`src/rtl/pic_pkg.sv`:
```
// rtl/pic_pkg.sv - shared state encoding, defaults and priority scan for the INTA sequencer
package pic_pkg;

  typedef enum logic [1:0] {
    ST_IDLE    = 2'd0,
    ST_PENDING = 2'd1,
    ST_ACK1    = 2'd2,
    ST_ACK2    = 2'd3
  } pic_state_e;

  localparam logic [2:0] SPURIOUS_LEVEL_DEFAULT = 3'd7;

  // Highest-priority set bit, where base is the lowest priority and base+1 the highest.
  function automatic logic [2:0] pri_scan(input logic [7:0] vec, input logic [2:0] base);
    logic [2:0] idx;
    logic       found;
    pri_scan = '0;
    found    = 1'b0;
    for (int i = 1; i <= 8; i++) begin
      idx = base + 3'(i);
      if (!found && vec[idx]) begin
        pri_scan = idx;
        found    = 1'b1;
      end
    end
  endfunction

endpackage

```
`src/rtl/pic_inta_sequencer_if.sv`:
```
// rtl/pic_inta_sequencer_if.sv - control, resolver, ISR and bus-buffer signals of the INTA sequencer
interface pic_inta_sequencer_if;
  logic       init_done;
  logic [4:0] icw2_vec;
  logic       aeoi;
  logic       int_req;
  logic [2:0] int_level;
  logic [2:0] pri_base;
  logic       inta_n;
  logic       eoi_cmd;
  logic       eoi_specific;
  logic [2:0] eoi_level;
  logic       eoi_rotate;
  logic       int_out;
  logic       irr_freeze;
  logic [7:0] isr;
  logic [7:0] vec_data;
  logic       vec_oe;
  logic       rotate_pulse;
  logic [2:0] rotate_level;
  logic       spurious;

  modport master (
    output init_done, icw2_vec, aeoi, int_req, int_level, pri_base, inta_n,
           eoi_cmd, eoi_specific, eoi_level, eoi_rotate,
    input  int_out, irr_freeze, isr, vec_data, vec_oe, rotate_pulse, rotate_level, spurious
  );

  modport slave (
    input  init_done, icw2_vec, aeoi, int_req, int_level, pri_base, inta_n,
           eoi_cmd, eoi_specific, eoi_level, eoi_rotate,
    output int_out, irr_freeze, isr, vec_data, vec_oe, rotate_pulse, rotate_level, spurious
  );
endinterface

```
`src/rtl/pic_edge_sync.sv`:
```
// rtl/pic_edge_sync.sv - multi-flop synchroniser with one-cycle fall/rise pulses
module pic_edge_sync #(
  parameter int STAGES = 2
) (
  input  logic clk,
  input  logic rst_n,
  input  logic async_in,
  output logic fall,
  output logic rise
);

  logic [STAGES-1:0] sync_q, sync_d;
  logic              prev_q, prev_d;

  always_comb begin
    sync_d = {sync_q[STAGES-2:0], async_in};
    prev_d = sync_q[STAGES-1];
  end

  // Idle level of an active-low strobe is 1, so reset must not fake an edge.
  always_ff @(posedge clk or negedge rst_n) begin
    if (!rst_n) begin
      sync_q <= '1;
      prev_q <= 1'b1;
    end else begin
      sync_q <= sync_d;
      prev_q <= prev_d;
    end
  end

  assign fall = prev_q & ~sync_q[STAGES-1];
  assign rise = ~prev_q & sync_q[STAGES-1];

endmodule

```
`src/rtl/pic_inta_sequencer.sv`:
```
// rtl/pic_inta_sequencer.sv - 8086-mode two-pulse INTA sequencer with ISR set/clear and EOI handling
module pic_inta_sequencer
  import pic_pkg::*;
#(
  parameter int         SYNC_STAGES    = 2,
  parameter logic [2:0] SPURIOUS_LEVEL = SPURIOUS_LEVEL_DEFAULT
) (
  input logic                 clk,
  input logic                 rst_n,
  pic_inta_sequencer_if.slave bus
);

  logic inta_fall, inta_rise;

  pic_edge_sync #(.STAGES(SYNC_STAGES)) u_inta_sync (
    .clk      (clk),
    .rst_n    (rst_n),
    .async_in (bus.inta_n),
    .fall     (inta_fall),
    .rise     (inta_rise)
  );

  pic_state_e state_q, state_d;
  logic       int_out_q, int_out_d;
  logic       irr_freeze_q, irr_freeze_d;
  logic [7:0] isr_q, isr_d;
  logic [7:0] vec_data_q, vec_data_d;
  logic       vec_oe_q, vec_oe_d;
  logic       rotate_pulse_q, rotate_pulse_d;
  logic [2:0] rotate_level_q, rotate_level_d;
  logic       spurious_q, spurious_d;
  logic [2:0] lvl_q, lvl_d;
  logic       spur_q, spur_d;

  logic [7:0] set_mask, clr_mask;
  logic [2:0] eoi_tgt;

  always_comb begin
    state_d        = state_q;
    int_out_d      = int_out_q;
    irr_freeze_d   = irr_freeze_q;
    vec_data_d     = vec_data_q;
    vec_oe_d       = vec_oe_q;
    rotate_pulse_d = 1'b0;
    rotate_level_d = rotate_level_q;
    spurious_d     = 1'b0;
    lvl_d          = lvl_q;
    spur_d         = spur_q;
    set_mask       = '0;
    clr_mask       = '0;
    eoi_tgt        = '0;

    case (state_q)
      ST_IDLE: begin
        if (bus.int_req) begin
          state_d   = ST_PENDING;
          int_out_d = 1'b1;
        end
      end
      ST_PENDING: begin
        if (inta_fall) begin
          lvl_d        = bus.int_req ? bus.int_level : SPURIOUS_LEVEL;
          spur_d       = ~bus.int_req;
          spurious_d   = ~bus.int_req;
          irr_freeze_d = 1'b1;
          int_out_d    = 1'b0;
          if (bus.int_req) set_mask = 8'(1) << bus.int_level;
          state_d      = ST_ACK1;
        end
      end
      ST_ACK1: begin
        if (inta_rise) state_d = ST_ACK2;
      end
      ST_ACK2: begin
        if (inta_fall) begin
          vec_data_d = {bus.icw2_vec, lvl_q};
          vec_oe_d   = 1'b1;
        end else if (inta_rise && vec_oe_q) begin
          vec_oe_d     = 1'b0;
          irr_freeze_d = 1'b0;
          if (bus.aeoi && !spur_q) clr_mask = 8'(1) << lvl_q;
          state_d      = ST_IDLE;
        end
      end
      default: state_d = ST_IDLE;
    endcase

    // A clear only counts (and may rotate) when the targeted bit was actually in service.
    if (bus.eoi_cmd) begin
      eoi_tgt = bus.eoi_specific ? bus.eoi_level : pri_scan(isr_q, bus.pri_base);
      if (isr_q[eoi_tgt]) begin
        clr_mask = clr_mask | (8'(1) << eoi_tgt);
        if (bus.eoi_rotate) begin
          rotate_pulse_d = 1'b1;
          rotate_level_d = eoi_tgt;
        end
      end
    end

    isr_d = (isr_q & ~clr_mask) | set_mask;

    if (!bus.init_done) begin
      state_d        = ST_IDLE;
      int_out_d      = 1'b0;
      irr_freeze_d   = 1'b0;
      vec_oe_d       = 1'b0;
      isr_d          = '0;
      rotate_pulse_d = 1'b0;
      rotate_level_d = rotate_level_q;
      spurious_d     = 1'b0;
    end
  end

  always_ff @(posedge clk or negedge rst_n) begin
    if (!rst_n) begin
      state_q        <= ST_IDLE;
      int_out_q      <= 1'b0;
      irr_freeze_q   <= 1'b0;
      isr_q          <= '0;
      vec_data_q     <= '0;
      vec_oe_q       <= 1'b0;
      rotate_pulse_q <= 1'b0;
      rotate_level_q <= '0;
      spurious_q     <= 1'b0;
      lvl_q          <= '0;
      spur_q         <= 1'b0;
    end else begin
      state_q        <= state_d;
      int_out_q      <= int_out_d;
      irr_freeze_q   <= irr_freeze_d;
      isr_q          <= isr_d;
      vec_data_q     <= vec_data_d;
      vec_oe_q       <= vec_oe_d;
      rotate_pulse_q <= rotate_pulse_d;
      rotate_level_q <= rotate_level_d;
      spurious_q     <= spurious_d;
      lvl_q          <= lvl_d;
      spur_q         <= spur_d;
    end
  end

  assign bus.int_out      = int_out_q;
  assign bus.irr_freeze   = irr_freeze_q;
  assign bus.isr          = isr_q;
  assign bus.vec_data     = vec_data_q;
  assign bus.vec_oe       = vec_oe_q;
  assign bus.rotate_pulse = rotate_pulse_q;
  assign bus.rotate_level = rotate_level_q;
  assign bus.spurious     = spurious_q;

endmodule

```
`src/flat_wrapper.sv`:
```
// flat-port wrapper written by rule: the top's interface ports become plain ports
module pic_inta_sequencer_flat import pic_pkg::*;
#(
  parameter int         SYNC_STAGES    = 2,
  parameter logic [2:0] SPURIOUS_LEVEL = SPURIOUS_LEVEL_DEFAULT
)
  (clk, rst_n, bus_init_done, bus_icw2_vec, bus_aeoi, bus_int_req, bus_int_level, bus_pri_base, bus_inta_n, bus_eoi_cmd, bus_eoi_specific, bus_eoi_level, bus_eoi_rotate, bus_int_out, bus_irr_freeze, bus_isr, bus_vec_data, bus_vec_oe, bus_rotate_pulse, bus_rotate_level, bus_spurious);
  pic_inta_sequencer_if bus_i ();
  input logic clk;
  input logic rst_n;
  input wire logic [$bits(bus_i.init_done)-1:0] bus_init_done;
  input wire logic [$bits(bus_i.icw2_vec)-1:0] bus_icw2_vec;
  input wire logic [$bits(bus_i.aeoi)-1:0] bus_aeoi;
  input wire logic [$bits(bus_i.int_req)-1:0] bus_int_req;
  input wire logic [$bits(bus_i.int_level)-1:0] bus_int_level;
  input wire logic [$bits(bus_i.pri_base)-1:0] bus_pri_base;
  input wire logic [$bits(bus_i.inta_n)-1:0] bus_inta_n;
  input wire logic [$bits(bus_i.eoi_cmd)-1:0] bus_eoi_cmd;
  input wire logic [$bits(bus_i.eoi_specific)-1:0] bus_eoi_specific;
  input wire logic [$bits(bus_i.eoi_level)-1:0] bus_eoi_level;
  input wire logic [$bits(bus_i.eoi_rotate)-1:0] bus_eoi_rotate;
  output wire logic [$bits(bus_i.int_out)-1:0] bus_int_out;
  output wire logic [$bits(bus_i.irr_freeze)-1:0] bus_irr_freeze;
  output wire logic [$bits(bus_i.isr)-1:0] bus_isr;
  output wire logic [$bits(bus_i.vec_data)-1:0] bus_vec_data;
  output wire logic [$bits(bus_i.vec_oe)-1:0] bus_vec_oe;
  output wire logic [$bits(bus_i.rotate_pulse)-1:0] bus_rotate_pulse;
  output wire logic [$bits(bus_i.rotate_level)-1:0] bus_rotate_level;
  output wire logic [$bits(bus_i.spurious)-1:0] bus_spurious;
  assign bus_i.init_done = bus_init_done;
  assign bus_i.icw2_vec = bus_icw2_vec;
  assign bus_i.aeoi = bus_aeoi;
  assign bus_i.int_req = bus_int_req;
  assign bus_i.int_level = bus_int_level;
  assign bus_i.pri_base = bus_pri_base;
  assign bus_i.inta_n = bus_inta_n;
  assign bus_i.eoi_cmd = bus_eoi_cmd;
  assign bus_i.eoi_specific = bus_eoi_specific;
  assign bus_i.eoi_level = bus_eoi_level;
  assign bus_i.eoi_rotate = bus_eoi_rotate;
  assign bus_int_out = bus_i.int_out;
  assign bus_irr_freeze = bus_i.irr_freeze;
  assign bus_isr = bus_i.isr;
  assign bus_vec_data = bus_i.vec_data;
  assign bus_vec_oe = bus_i.vec_oe;
  assign bus_rotate_pulse = bus_i.rotate_pulse;
  assign bus_rotate_level = bus_i.rotate_level;
  assign bus_spurious = bus_i.spurious;
  pic_inta_sequencer #(.SYNC_STAGES(SYNC_STAGES), .SPURIOUS_LEVEL(SPURIOUS_LEVEL)) u_core (.clk(clk), .rst_n(rst_n), .bus(bus_i));
endmodule
```
`config.mk`:
```
export PLATFORM = sky130hd
export DESIGN_NAME = pic_inta_sequencer_flat
export DESIGN_NICKNAME = d
export VERILOG_FILES = /design/src/rtl/pic_pkg.sv /design/src/rtl/pic_inta_sequencer_if.sv /design/src/rtl/pic_edge_sync.sv /design/src/rtl/pic_inta_sequencer.sv /design/src/flat_wrapper.sv
export SDC_FILE = /design/constraint.sdc
export NUM_CORES = 1
export LEC_CHECK = 0
export ABC_AREA = 1
export CORE_AREA = 2 2 82 76
export DETAILED_ROUTE_END_ITERATION = 12
export DIE_AREA = 0 0 84 78
export PLACE_DENSITY = 0.69
export SYNTH_ARGS = -nofsm -noshare
export SYNTH_HDL_FRONTEND = slang
export SYNTH_SLANG_ARGS = --single-unit
export TNS_END_PERCENT = 100
```
`constraint.sdc`:
```
create_clock -name clk -period 6.7 [get_ports clk]
set_clock_uncertainty 0.15 [all_clocks]
set_input_delay 0.67 -clock clk [delete_from_list [all_inputs] [get_ports clk]]
set_output_delay 0.67 -clock clk [all_outputs]
set_load 0.02 [all_outputs]
```
; After elaboration in Yosys (flattened, before gate mapping)
; Index checks and enable logic that the tools add are counted.
[classes]
n_addsub = 7
order_cmp = 9
eq_ne = 12
shifts = 3
muxes = 79
n_bitwise = 9
reduce_logical = 25
[ops]
columns = op, n
row1 = 8-bit two-way mux, 10
row2 = 1-bit two-way mux, 40
row3 = 3-bit by 4-bit < comparator with 1-bit output (second input constant), 9
row4 = 3-bit two-way mux, 11
row5 = 1-bit binary-select mux with 3-bit select, 9
row6 = 1-bit by 3-bit left shift with 8-bit output (first input constant), 3
row7 = 8-bit OR, 2
row8 = 3-bit adder (second input constant), 4
row9 = 2-bit two-way mux, 6
row10 = 1-bit logical AND, 9
row11 = 3-bit by 1-bit inequality test with 1-bit output (second input constant), 3
row12 = 3-bit by 2-bit inequality test with 1-bit output (second input constant), 3
row13 = 8-bit bitwise AND, 1
row14 = 1-bit zero test, 8
row15 = 8-bit NOT, 1
row16 = 2-bit case mux with 4 select lines, 1
row17 = 4-bit AND reduction, 2
row18 = 3-bit by 2-bit adder with 3-bit output (second input constant), 2
row19 = 3-bit inequality test (second input constant), 2
row20 = 2-bit AND reduction, 3
row21 = 5-bit AND reduction, 1
row22 = 2-bit == test (second input constant), 2
row23 = 1-bit case mux with 2 select lines, 2
row24 = 3-bit by 1-bit adder with 3-bit output (second input constant), 1
row25 = 6 further kinds, 9
[totals]
register_bits = 33
input_bits = 23

; Longest topological paths before layout
; Gate-level depths: netlist of the first run.
[logic_depth]
ltp_word = 42
depth_mapped = 25
mapped_depth_nobuf = 24

; Modules after synthesis
; A second synthesis of the first run with hierarchy kept.
[unflattened]
hier_cells = 362
area_unflattened_um2 = 2536.2
[modules_own_cells]
columns = module, n_inst, cells_each, area_each_um2
row1 = pic_inta_sequencer, 1, 355, 2442.3
row2 = pic_edge_sync, 1, 7, 93.8

; Least setup slack after synthesis of the first run
; OpenSTA, ideal clock, no wires.
[synth_timing]
kind = input port to flip-flop
start = input bus_pri_base[0]
end = register u_core.rotate_level_q[1], in the netlist u_core.bus.rotate_level[1]
arrival_time_ns = 2.956
required_time_ns = 6.422
path_slack_ns = 3.466
path_stages = 23
n_path_buf = 1
path_cell_list = buf_4 inv_6 ha_1 inv_2 nand3_1 nand3_2 nand2_2 nor2_4 nand4_2 nor2_2 nand2_1 nand2_1 nand2_2 nand3_4 nand2_4 nand2_1 nand2_1 nand2_1 nand3_2 nand2_4 nand2_2 nand2_1 o21ai_1
[synth_between]
elab_chain_cells = 37
elab_cells_between_ends = 64
cone_classes = add/sub (7) / mux (42) / reduce/logical (15)
[synth_lines]
columns = item, line
row1 = "start, declared", flat_wrapper.sv:16  ; input wire logic [$bits(bus_i.pri_base)-1:0] bus_pri_base;
row2 = 3-bit by 1-bit adder with 3-bit output, pic_pkg.sv:20  ; idx = base + 3'(i);
row3 = 1-bit binary-select mux with 3-bit select, pic_pkg.sv:21  ; if (!found && vec[idx]) begin
row4 = 1-bit two-way mux (not written as such), pic_pkg.sv:21
row5 = 1-bit two-way mux, pic_pkg.sv:21
row6 = 1-bit two-way mux, pic_inta_sequencer.sv:89  ; if (bus.eoi_cmd) begin
row7 = 1-bit zero test, pic_pkg.sv:21
row8 = 1-bit logical AND, pic_pkg.sv:21
row9 = 1-bit two-way mux, pic_pkg.sv:21
row10 = [21 not listed], --
row11 = 1-bit zero test, pic_pkg.sv:21
row12 = 1-bit logical AND, pic_pkg.sv:21
row13 = 3-bit two-way mux (*), pic_pkg.sv:21
row14 = 3-bit two-way mux (*), pic_inta_sequencer.sv:89
row15 = 3-bit two-way mux (*), pic_inta_sequencer.sv:90  ; eoi_tgt = bus.eoi_specific ? bus.eoi_level : pri_scan(isr_q, bus.pri_base);
row16 = 1-bit binary-select mux with 3-bit select, pic_inta_sequencer.sv:91  ; if (isr_q[eoi_tgt]) begin
row17 = 1-bit two-way mux (not written as such), pic_inta_sequencer.sv:91
row18 = 4-bit AND reduction (no line), --
row19 = "end signal, assigned", pic_inta_sequencer.sv:135  ; rotate_level_q <= rotate_level_d;
row20 = "end, declared", pic_inta_sequencer.sv:30  ; logic [2:0] rotate_level_q, rotate_level_d;
; Every way passes the cells marked *; elsewhere a longest branch is shown, timed or not. The select of a mux whose other input is x is not followed.
; A chain may end at the register's enable or synchronous reset.

; Worst setup path after layout of the first run
; Same ends and word-level chain as after synthesis.

==> results of run 1 <==
==> worst reg2reg max path, cell delays in order (launching register included) <==
cell and delay (ps):
dfrtp_1 470, nand2_1 130, nand3_1 110, nand2_1 90, nor2_1 80, a31oi_2 300, inv_1 90, nor2_2 130
nand2_1 100, nand2_1 90, nand2_2 60, nand3_4 120, nand2_4 90, nand2_1 70, nand2_1 50, nand2_1 60
nand3_2 90, nand2_4 130, nand2_2 110, nand2_1 70, o21ai_1 60
==> cells in the final DEF (no fill, tap or decap), types with 2 or more instances in the layout <==
cell | Yosys | final
nand3_2 | 11 | 11
inv_2 | 4 | 4
a21oi_1 | 15 | 15
nor2_1 | 27 | 27
o221ai_1 | 3 | 3
ha_1 | 6 | 6
mux2_2 | 5 | 5
clkbuf_8 | 0 | 5
nand2_4 | 2 | 2
o21ai_0 | 13 | 13
nor2_2 | 2 | 2
clkdlybuf4s50_1 | 0 | 46
clkinv_1 | 2 | 2
nand4_1 | 3 | 3
nand3_1 | 26 | 26
dfrtp_1 | 30 | 30
nand2_2 | 10 | 10
nand3b_1 | 3 | 3
dfstp_2 | 3 | 3
inv_1 | 45 | 45
nor3_1 | 4 | 4
nand2_1 | 117 | 117
o21ai_1 | 6 | 6
o211ai_1 | 2 | 2
a22oi_1 | 2 | 2
==> power by group through the flow <==
stage          Clock [mW]  Combinational (mW)  Sequential, mW
5_1_grt             0.193               0.411           0.295
6_report            0.182               0.370           0.288
3_3_place_gp            0               0.368           0.291
3_5_place_dp            0               0.368           0.293
2_1_floorplan           0               0.184           0.339
4_1_cts             0.184               0.370           0.289
==> metrics by stage <==
stage / hold WS (ps) / worst slack (ps) / util / instance area, um2
2_1_floorplan: 195 / 3470 / - / 2500
3_3_place_gp: 199 / 2370 / 0.536 / 3020
3_5_place_dp: 197 / 2410 / 0.536 / 3020
4_1_cts: 207 / 2700 / 0.555 / 3120
5_1_grt: 209 / 2290 / 0.555 / 3120
6_report: 206 / 2660 / 0.555 / 3120
==> layer usage <==
metal  up-vias  wire length (um)  GRT usage  part of all wire
met5         -                 0          0                 0
met4         0                50     0.0387            0.0082
met3         8               440     0.0415             0.072
met2        89              2470      0.259              0.40
met1      1106              3160      0.323              0.52
li1       1244                 -          -                 -
==> cells by family after synthesis <==
family,count (synthesis),share of synthesized area
AND/OR/NAND/NOR,210,0.398
buffers and inverters,58,0.0942
AO/OA/AOI/OAI,45,0.106
flip-flops,33,0.332
adder cells (fa/ha/maj),6,0.0301
multiplexers,5,0.0226
XOR/XNOR,3,0.0165
==> final cells by class <==
| class | count | area (um2) | area share |
|---|---|---|---|
| Multi-Input combinational cell | 269 | 1430 | 0.458 |
| Sequential cell | 33 | 830 | 0.266 |
| Timing Repair Buffer | 47 | 468 | 0.150 |
| Inverter | 52 | 200 | 0.0641 |
| Tap cell | 70 | 87.6 | 0.0280 |
| Clock buffer | 6 | 72.6 | 0.0232 |
| Clock inverter | 2 | 35.0 | 0.0112 |
==> how the worst max path moves through the flow <==
stage | startpoint | to | slack [ps]
final | bus_pri_base[0] | u_core.bus.rotate_level[1] | 2660
after global routing | bus_pri_base[1] | u_core.bus.rotate_level[1] | 2290
after CTS | bus_pri_base[0] | u_core.bus.rotate_level[1] | 2700
after detailed placement | bus_pri_base[0] | u_core.bus.rotate_level[1] | 2410
after global placement | bus_pri_base[0] | u_core.bus.isr[7] | 2370
after floorplan | bus_pri_base[0] | u_core.bus.rotate_level[1] | 3470
==> state kept, by name, indices dropped and copies added, names as in the netlist, 2 cells and up <==
signal / flops
u_core.bus.rotate_level: 3
u_core.bus.vec_data: 8
u_core.bus.isr: 8
u_core.u_inta_sync.sync_q: 2
u_core.lvl_q: 3
u_core.state_q: 2
==> Yosys cell counts, types with 3 or more instances <==
cell and number:
dfstp_2 3, nand2_1 117, nand3_1 26, nand4_1 3, nand2_2 10, nor3_1 4
a21oi_1 15, o221ai_1 3, nor2_1 27, dfrtp_1 30, nand3b_1 3, inv_2 4
nand3_2 11, ha_1 6, mux2_2 5, o21ai_0 13, o21ai_1 6, inv_1 45
buf_4 3
==> out/results.ini, run 1 <==
[cts]
holdBufCountCts=0
clk_pin_slew_worst_paths_ps=70
cts_root_buf=clkbuf_8
h-tree-depth=2
cts.sinks=33
cts_setup_buffers=0
cts_resized=0
clockBufferDepth=2
clkLatencyLatePin_ps=280
tritoncts=done
cts_buffers=5

[power]
intPower_mw=0.526
p_comb_frac=0.440
ir_drop_mv=0.190
switchingPower_mw=0.315
p_seq_frac=0.343
clkPwrFrac=0.217
power_mw=0.840
p_leak_nw=1.51
switching_share=0.374
cellPowerDensity_nw_per_um2=269

[global_route]
grt_max_degree=34
grt_pass1_vias=2187
antenna_found_initial=0
grt_pass1_wl_mm=10.4
overflow=0
track_usage=0.197

[layout]
drive_above_1_share=0.132
n_antenna_cell=0
final_nets=437
nFillCells=545
syn2layout_area_growth_pct=25.2
fin_cells=479

[route]
avgRoutedWirePerCell_um=12.8
drtPass1Iterations=5
drt-vias-per-instance=5.11
drt_wl_total_mm=6.12
route.detailed.drc=0
first_iter_violations=172
antenna_left=0
via_count=2447

[worst_setup_path]
crit_required_ps=6710
reg2reg_from=u_core.bus.isr[7]
reg2reg_depth=20
worst_ep_arrival_time_ps=4050
startpoint_type=input port
crit_slowest_cell=clkdlybuf4s50_1
critPathCaptureType=register
crit_family=simple AND/OR/NAND/NOR gates
cp_num_buf_inv=5
cpPeakStageDelay_ps=820
crit_path_frequent_cell=nand2_1
path_max_fanout=11
worstSetupPathType=in2reg
r2r_slack_ps=3950
cp.depth=25
rr_endpoint=u_core.bus.rotate_level[1]

[sta]
fmax_mhz=248
min_period_ps=4040
maxSlewHeadroom=0.577
maxSlewViolCount=0
setup_tns_ps=0
setup_viol_count_final=0
tightest_slew_ps=629
fin_crit_sh=0.603
grt_setup_unrepaired=false
finalHoldViolCount=0

[yosys]
yosysTopAreaCell=dfrtp_1
synth_nets=389
synth-async-reset-ratio=1.00
yosys_warnings=0
synth.distinct_cells=39
ys_seq_area_frac=0.332
synth_ff_type=dfrtp_1
synth-edff-count=0
avgSynthCellArea_um2=6.93
synthTopCellsByArea=dfrtp_1, nand2_1, inv_1
syn_inst=360
yosysTopAreaCellShare=0.301
post_synth_instance_area_um2=2500
synth-seq-cells=33

[min_path]
hold_class=reg2reg
hold_path_end=u_core.u_inta_sync.sync_q[1]
min_path_cells=0
hold_path_startpoint=u_core.u_inta_sync.sync_q[0]

[placed_design]
gp_congestion=0.938
port-buffer-count=46
hpwlAfterDp_mm=4.82
dp.cells=471

[die]
die_area_um2=6550
core_area_um2=5630
initial_core_util=0.444
boundaryPins=47
chipHeight_um=78
rows=26
die_w_um=84

[job]
drv_cap=0

[outcome]
outcome=finished, final reports clean

Power figures use the tool's default switching activity.
==> inputs of run 2 (changes only) <==
==> constraint.sdc (replaced) <==
create_clock -name clk -period 4.1 [get_ports clk]
set_clock_uncertainty 0.15 [all_clocks]
set_input_delay 0.41 -clock clk [delete_from_list [all_inputs] [get_ports clk]]
set_output_delay 0.41 -clock clk [all_outputs]
set_load 0.02 [all_outputs]
==> run 2 against run 1 <==
First-iteration DRC count is 19% higher. Worst hold slack better by 5.3 ps. Via count up 0.12%. Critical path depth down 5. Sequential cell count is the same. Utilization hardly changed. Setup slack worse by 2000 ps. Cell area hardly changed. Combinational power up 65%. Non-clock buffer count grew 3. Die area did not move. Clock-buffer cell count fell by 1. Largest cell class unchanged. Largest power group unchanged.
==> out/results.ini, run 2 (synthesis gave the netlist of run 1 again) <==
[worst_setup_path]
crit_chain=clkdlybuf4s50_1 -> inv_6 -> ha_1 -> inv_2 -> nand3_1 -> nand2_1 -> o21ai_1 -> inv_1 -> o21ai_1 -> inv_1 -> nand2_1 -> o21ai_1 -> o22ai_2 -> inv_1 -> nand2_1 -> nand3_2 -> nand2_4 -> nand2_1 -> nand2_1 -> a21oi_1
crit_path_frequent_cell=nand2_1
startpoint_type=input port
worst_ep_arrival_time_ps=3500
critPathCaptureType=register
worstSetupPathType=in2reg
path_max_fanout=10
crit_required_ps=4120
cpPeakStageDelay_ps=560
crit_slowest_cell=clkdlybuf4s50_1

[route]
drt_wl_total_mm=6.50
first_iter_violations=205
wl_met3_um=385
top_layer_used=met4
via_count=2450
avgRoutedWirePerCell_um=13.5
route.detailed.drc=0
drtPass1Iterations=4
drt-met1-wl_mm=3.51
antenna_left=0
drt-vias-per-instance=5.08
met2WireLength_mm=2.53

[sta]
maxSlewHeadroom=0.548
setup_tns_ps=0
maxSlewViolCount=0
min_period_ps=3480
setup_viol_count_final=0
tightest_slew_ps=671
hold_ws_ps=211
fin_crit_sh=0.849
finalHoldViolCount=0
grt_setup_unrepaired=false
fmax_mhz=287

[layout]
final_cell_mix=nand2_1, clkdlybuf4s50_1, inv_1
drive_above_1_share=0.141
final_common_cell=nand2_1
syn2layout_area_growth_pct=25.2
nFillCells=549
stdcell_area_um2=3130
n_antenna_cell=0
final_nets=440
fin_util=0.555

[placed_design]
placed_area_um2=3040
hpwlAfterDp_mm=5.16
gp_congestion=0.914
port-buffer-count=46

[global_route]
track_usage=0.211
grt_pass1_wl_mm=11.0
grt_max_degree=34
overflow=0
antenna_found_initial=0
grt_pass1_vias=2264

[cts]
cts_setup_buffers=0
cts_root_buf=clkbuf_8
cts_resized=0
holdBufCountCts=0
tritoncts=done
clk_pin_slew_worst_paths_ps=70
clkLatencyLatePin_ps=290
clockBufferDepth=2
cts.sinks=33
cts_buffers=5
h-tree-depth=2

[die]
boundaryPins=47
initial_core_util=0.444
die_area_um2=6550
core_area_um2=5630
rows=26
die_w_um=84
chipHeight_um=78

[power]
ir_drop_mv=0.293
cellPowerDensity_nw_per_um2=424
p_leak_nw=1.51

[job]
drv_cap=0

[outcome]
outcome=finished, final reports clean

[min_path]
hold_class=reg2reg

## run 2: cell count changes in the layout (fill, tap and decap cells not counted)
| cell | change |
|---|---|
| clkinv_2 | +1 |
| bufinv_16 | -1 |
| buf_4 | +3 |
| clkinvlp_4 | +1 |
| clkbuf_1 | -1 |
## run 2: layout make-up
type,instances,area (um2),area share
clock buffers,5,68.8,0.0220
clock inverters,3,17.5,0.00560
inverters,52,200,0.0641
multi-input cells,269,1430,0.458
flip-flops and latches,33,830,0.265
well taps,70,87.6,0.0280
repair buffers,50,490,0.157
## run 2: path summary, 6_finish.rpt
| check | from | to | slack [ps] | depth (start not counted) |
|---|---|---|---|---|
| min in group asynchronous | rst_n | u_core.bus.vec_data[5] | 360 | 2 |
| setup reg to reg | u_core.bus.isr[7] | u_core.bus.isr[4] | 1300 | 20 |
| max in group asynchronous | rst_n | u_core.u_inta_sync.prev_q | 3110 | 2 |
| setup / recovery | bus_pri_base[0] | u_core.bus.isr[4] | 620 | 20 |
| hold / removal | u_core.u_inta_sync.sync_q[0] | u_core.u_inta_sync.sync_q[1] | 210 | 0 |
| hold reg to reg | u_core.u_inta_sync.sync_q[0] | u_core.u_inta_sync.sync_q[1] | 210 | 0 |
## run 2: per-layer routing
layer  GRT usage  vias to the layer above
met5           0                        -
met4      0.0548                        0
met3      0.0468                        7
met2       0.278                       74
met1       0.340                     1112
li1            -                     1257
## run 2: power breakdown
part / internal (mW) / switching (mW) / total [mW]
registers: 0.419 / 0.0515 / 0.471
logic: 0.261 / 0.351 / 0.612
clock network: 0.117 / 0.126 / 0.243
total: 0.798 / 0.528 / 1.33
## run 2: critical path: cells and delay by family
kind	cells	cell delay, ps
buf+inv	6	1040
simple gates	8	810
compound gates	5	800
fa+ha+maj	1	430
## run 2: through the flow
stage,setup WS (ps),std cells,power [mW]
after floorplan,1130,360,0.855
after global placement,373,474,1.08
after detailed placement,334,474,1.09
after CTS,630,482,1.34
after global routing,333,482,1.43
final,618,482,1.33
==> inputs of run 3 (changes only) <==
--- a/config.mk
+++ b/config.mk
@@ -9,7 +9,7 @@
 export CORE_AREA = 2 2 82 76
 export DETAILED_ROUTE_END_ITERATION = 12
 export DIE_AREA = 0 0 84 78
-export PLACE_DENSITY = 0.69
+export PLACE_DENSITY = 0.72
 export SYNTH_ARGS = -nofsm -noshare
 export SYNTH_HDL_FRONTEND = slang
 export SYNTH_SLANG_ARGS = --single-unit
==> constraint.sdc (replaced) <==
create_clock -name clk -period 3.1 [get_ports clk]
set_clock_uncertainty 0.15 [all_clocks]
set_input_delay 0.31 -clock clk [delete_from_list [all_inputs] [get_ports clk]]
set_output_delay 0.31 -clock clk [all_outputs]
set_load 0.02 [all_outputs]
==> run 3 against run 2 <==
Wire length grew 0.54%. Clock-buffer cell count grew 1. Register-to-register slack lost 910 ps.
==> out/results.ini, run 3 (synthesis gave the netlist of run 1 again) <==
[cts]
clk_pin_slew_worst_paths_ps=70
tritoncts=done
h-tree-depth=2
cts_buffers=5
clkLatencyLatePin_ps=290
cts_root_buf=clkbuf_8
cts.sinks=33
clockBufferDepth=2

[sta]
setup_tns_ps=0
min_period_ps=2840
maxSlewViolCount=0
fmax_mhz=353
maxSlewHeadroom=0.590
tightest_slew_ps=610
hold_ws_ps=219
finalHoldViolCount=0
setup_viol_count_final=0
fin_crit_sh=0.915

[min_path]
min_path_cells=0
hold_class=reg2reg
hold_path_end=u_core.u_inta_sync.sync_q[1]
hold_path_startpoint=u_core.u_inta_sync.sync_q[0]

[power]
power_mw=1.83
ir_drop_mv=0.515
intPower_mw=1.11
switchingPower_mw=0.716
p_comb_frac=0.468
clkPwrFrac=0.191
cellPowerDensity_nw_per_um2=550
switching_share=0.391
p_seq_frac=0.342
p_leak_nw=1.65

[die]
core_area_um2=5630
rows=26
die_area_um2=6550
initial_core_util=0.444
boundaryPins=47
die_w_um=84
chipHeight_um=78

[route]
top_layer_used=met4
wl_met3_um=418
route.detailed.drc=0
drtPass1Iterations=5
first_iter_violations=176
via_count=2575
met2WireLength_mm=2.74
drt-met1-wl_mm=3.28
avgRoutedWirePerCell_um=13.0
antenna_left=0
drt_wl_total_mm=6.53
drt-vias-per-instance=5.11

[worst_setup_path]
cpPeakStageDelay_ps=460
r2r_slack_ps=390
reg2reg_depth=20
crit_slowest_cell=clkdlybuf4s50_1
crit_required_ps=3130
reg2reg_from=u_core.bus.isr[7]
startpoint_type=input port
path_max_fanout=6
worstSetupPathType=in2reg
crit_chain=clkdlybuf4s50_1 -> buf_4 -> xor2_2 -> nand3_1 -> nand2_1 -> nor2_4 -> nand4_2 -> nor2_2 -> nand2_1 -> nand2_1 -> nand2_2 -> nand3_4 -> nand2_4 -> nand2_1 -> nand2_1 -> nand2_1 -> nand3_2 -> nand2_4 -> nand2_1 -> nand2_1 -> a21oi_1
crit_path_frequent_cell=nand2_1
rr_endpoint=u_core.bus.isr[4]
critPathCaptureType=register
worst_ep_arrival_time_ps=2860

[global_route]
grt_pass1_vias=2328
grt_pass1_wl_mm=10.8
antenna_found_initial=0
overflow=0
grt_max_degree=34
track_usage=0.207

[layout]
syn2layout_area_growth_pct=33.5
final_cell_mix=nand2_1, inv_1, clkdlybuf4s50_1
drive_above_1_share=0.191
final_common_cell=nand2_1
final_nets=462
nFillCells=515
fin_util=0.592
n_antenna_cell=0

[placed_design]
hpwlAfterDp_mm=5.15
port-buffer-count=46
gp_congestion=0.929

[outcome]
outcome=finished, final reports clean

[job]
drv_cap=0

==> run 3: cell count changes in the layout (fill, tap and decap cells not counted), sizes merged <==
cell,delta
dlygate4sd2,+1
clkbuf,+1
buf,+21
dlymetal6s2s,+1
clkinvlp,-1
nand2,+1
clkdlybuf4s50,-2
==> run 3: critical path: cells and delay by family <==
family                 cells  cell delay, ps
AO/OA/AOI/OAI              1              70
XOR/XNOR                   1             200
buffers and inverters      2             660
AND/OR/NAND/NOR           17            1620
==> run 3: worst max path at each step <==
stage	start	to	slack, ps
2_1_floorplan	bus_pri_base[0]	u_core.bus.rotate_level[1]	230
3_3_place_gp	bus_pri_base[0]	u_core.bus.rotate_level[1]	-340
3_5_place_dp	bus_pri_base[0]	u_core.bus.rotate_level[1]	-410
4_1_cts	bus_pri_base[1]	u_core.bus.rotate_level[1]	10
5_1_grt	bus_pri_base[2]	u_core.bus.isr[4]	-8
6_report	bus_pri_base[2]	u_core.bus.isr[4]	260
==> run 3: per-stage QoR <==
stage / cell area (um2) / cells / setup slack, ps
after floorplan: 2500 / 360 / 226
after CTS: 3290 / 502 / 10.4
after global routing: 3330 / 504 / -8.04
final: 3330 / 504 / 263
after global placement: 3190 / 494 / -343
after detailed placement: 3190 / 494 / -411
==> run 3: layout make-up <==
| class | count | area [um2] | share of cell area |
|---|---|---|---|
| inverters | 52 | 200 | 0.0601 |
| clock buffers | 6 | 82.6 | 0.0248 |
| clock inverters | 2 | 13.8 | 0.00413 |
| flip-flops and latches | 33 | 830 | 0.249 |
| well taps | 70 | 87.6 | 0.0263 |
| multi-input cells | 270 | 1460 | 0.439 |
| repair buffers | 71 | 657 | 0.197 |
==> run 3: layer usage <==
metal / vias up / track usage
li1: 1302 / -
met1: 1167 / 0.299
met2: 96 / 0.302
met3: 10 / 0.0511
met4: 0 / 0.0677
met5: - / 0
==> run 3: power by group through the flow <==
stage | registers (mW) | logic [mW] | clock network (mW)
after floorplan | 0.732 | 0.399 | 0
after global placement | 0.627 | 0.825 | 0
after detailed placement | 0.633 | 0.837 | 0
after CTS | 0.626 | 0.842 | 0.357
after global routing | 0.642 | 0.938 | 0.376
final | 0.625 | 0.856 | 0.349
==> run 3: repair_timing <==
item | 4_1_cts | 5_1_grt
setup endpoints to repair | 11 | 12
pin swaps | 0 | 6
hold buffers | 0 | 0
cloned | 0 | 1
setup buffers | 0 | 1
resized for setup | 4 | 6
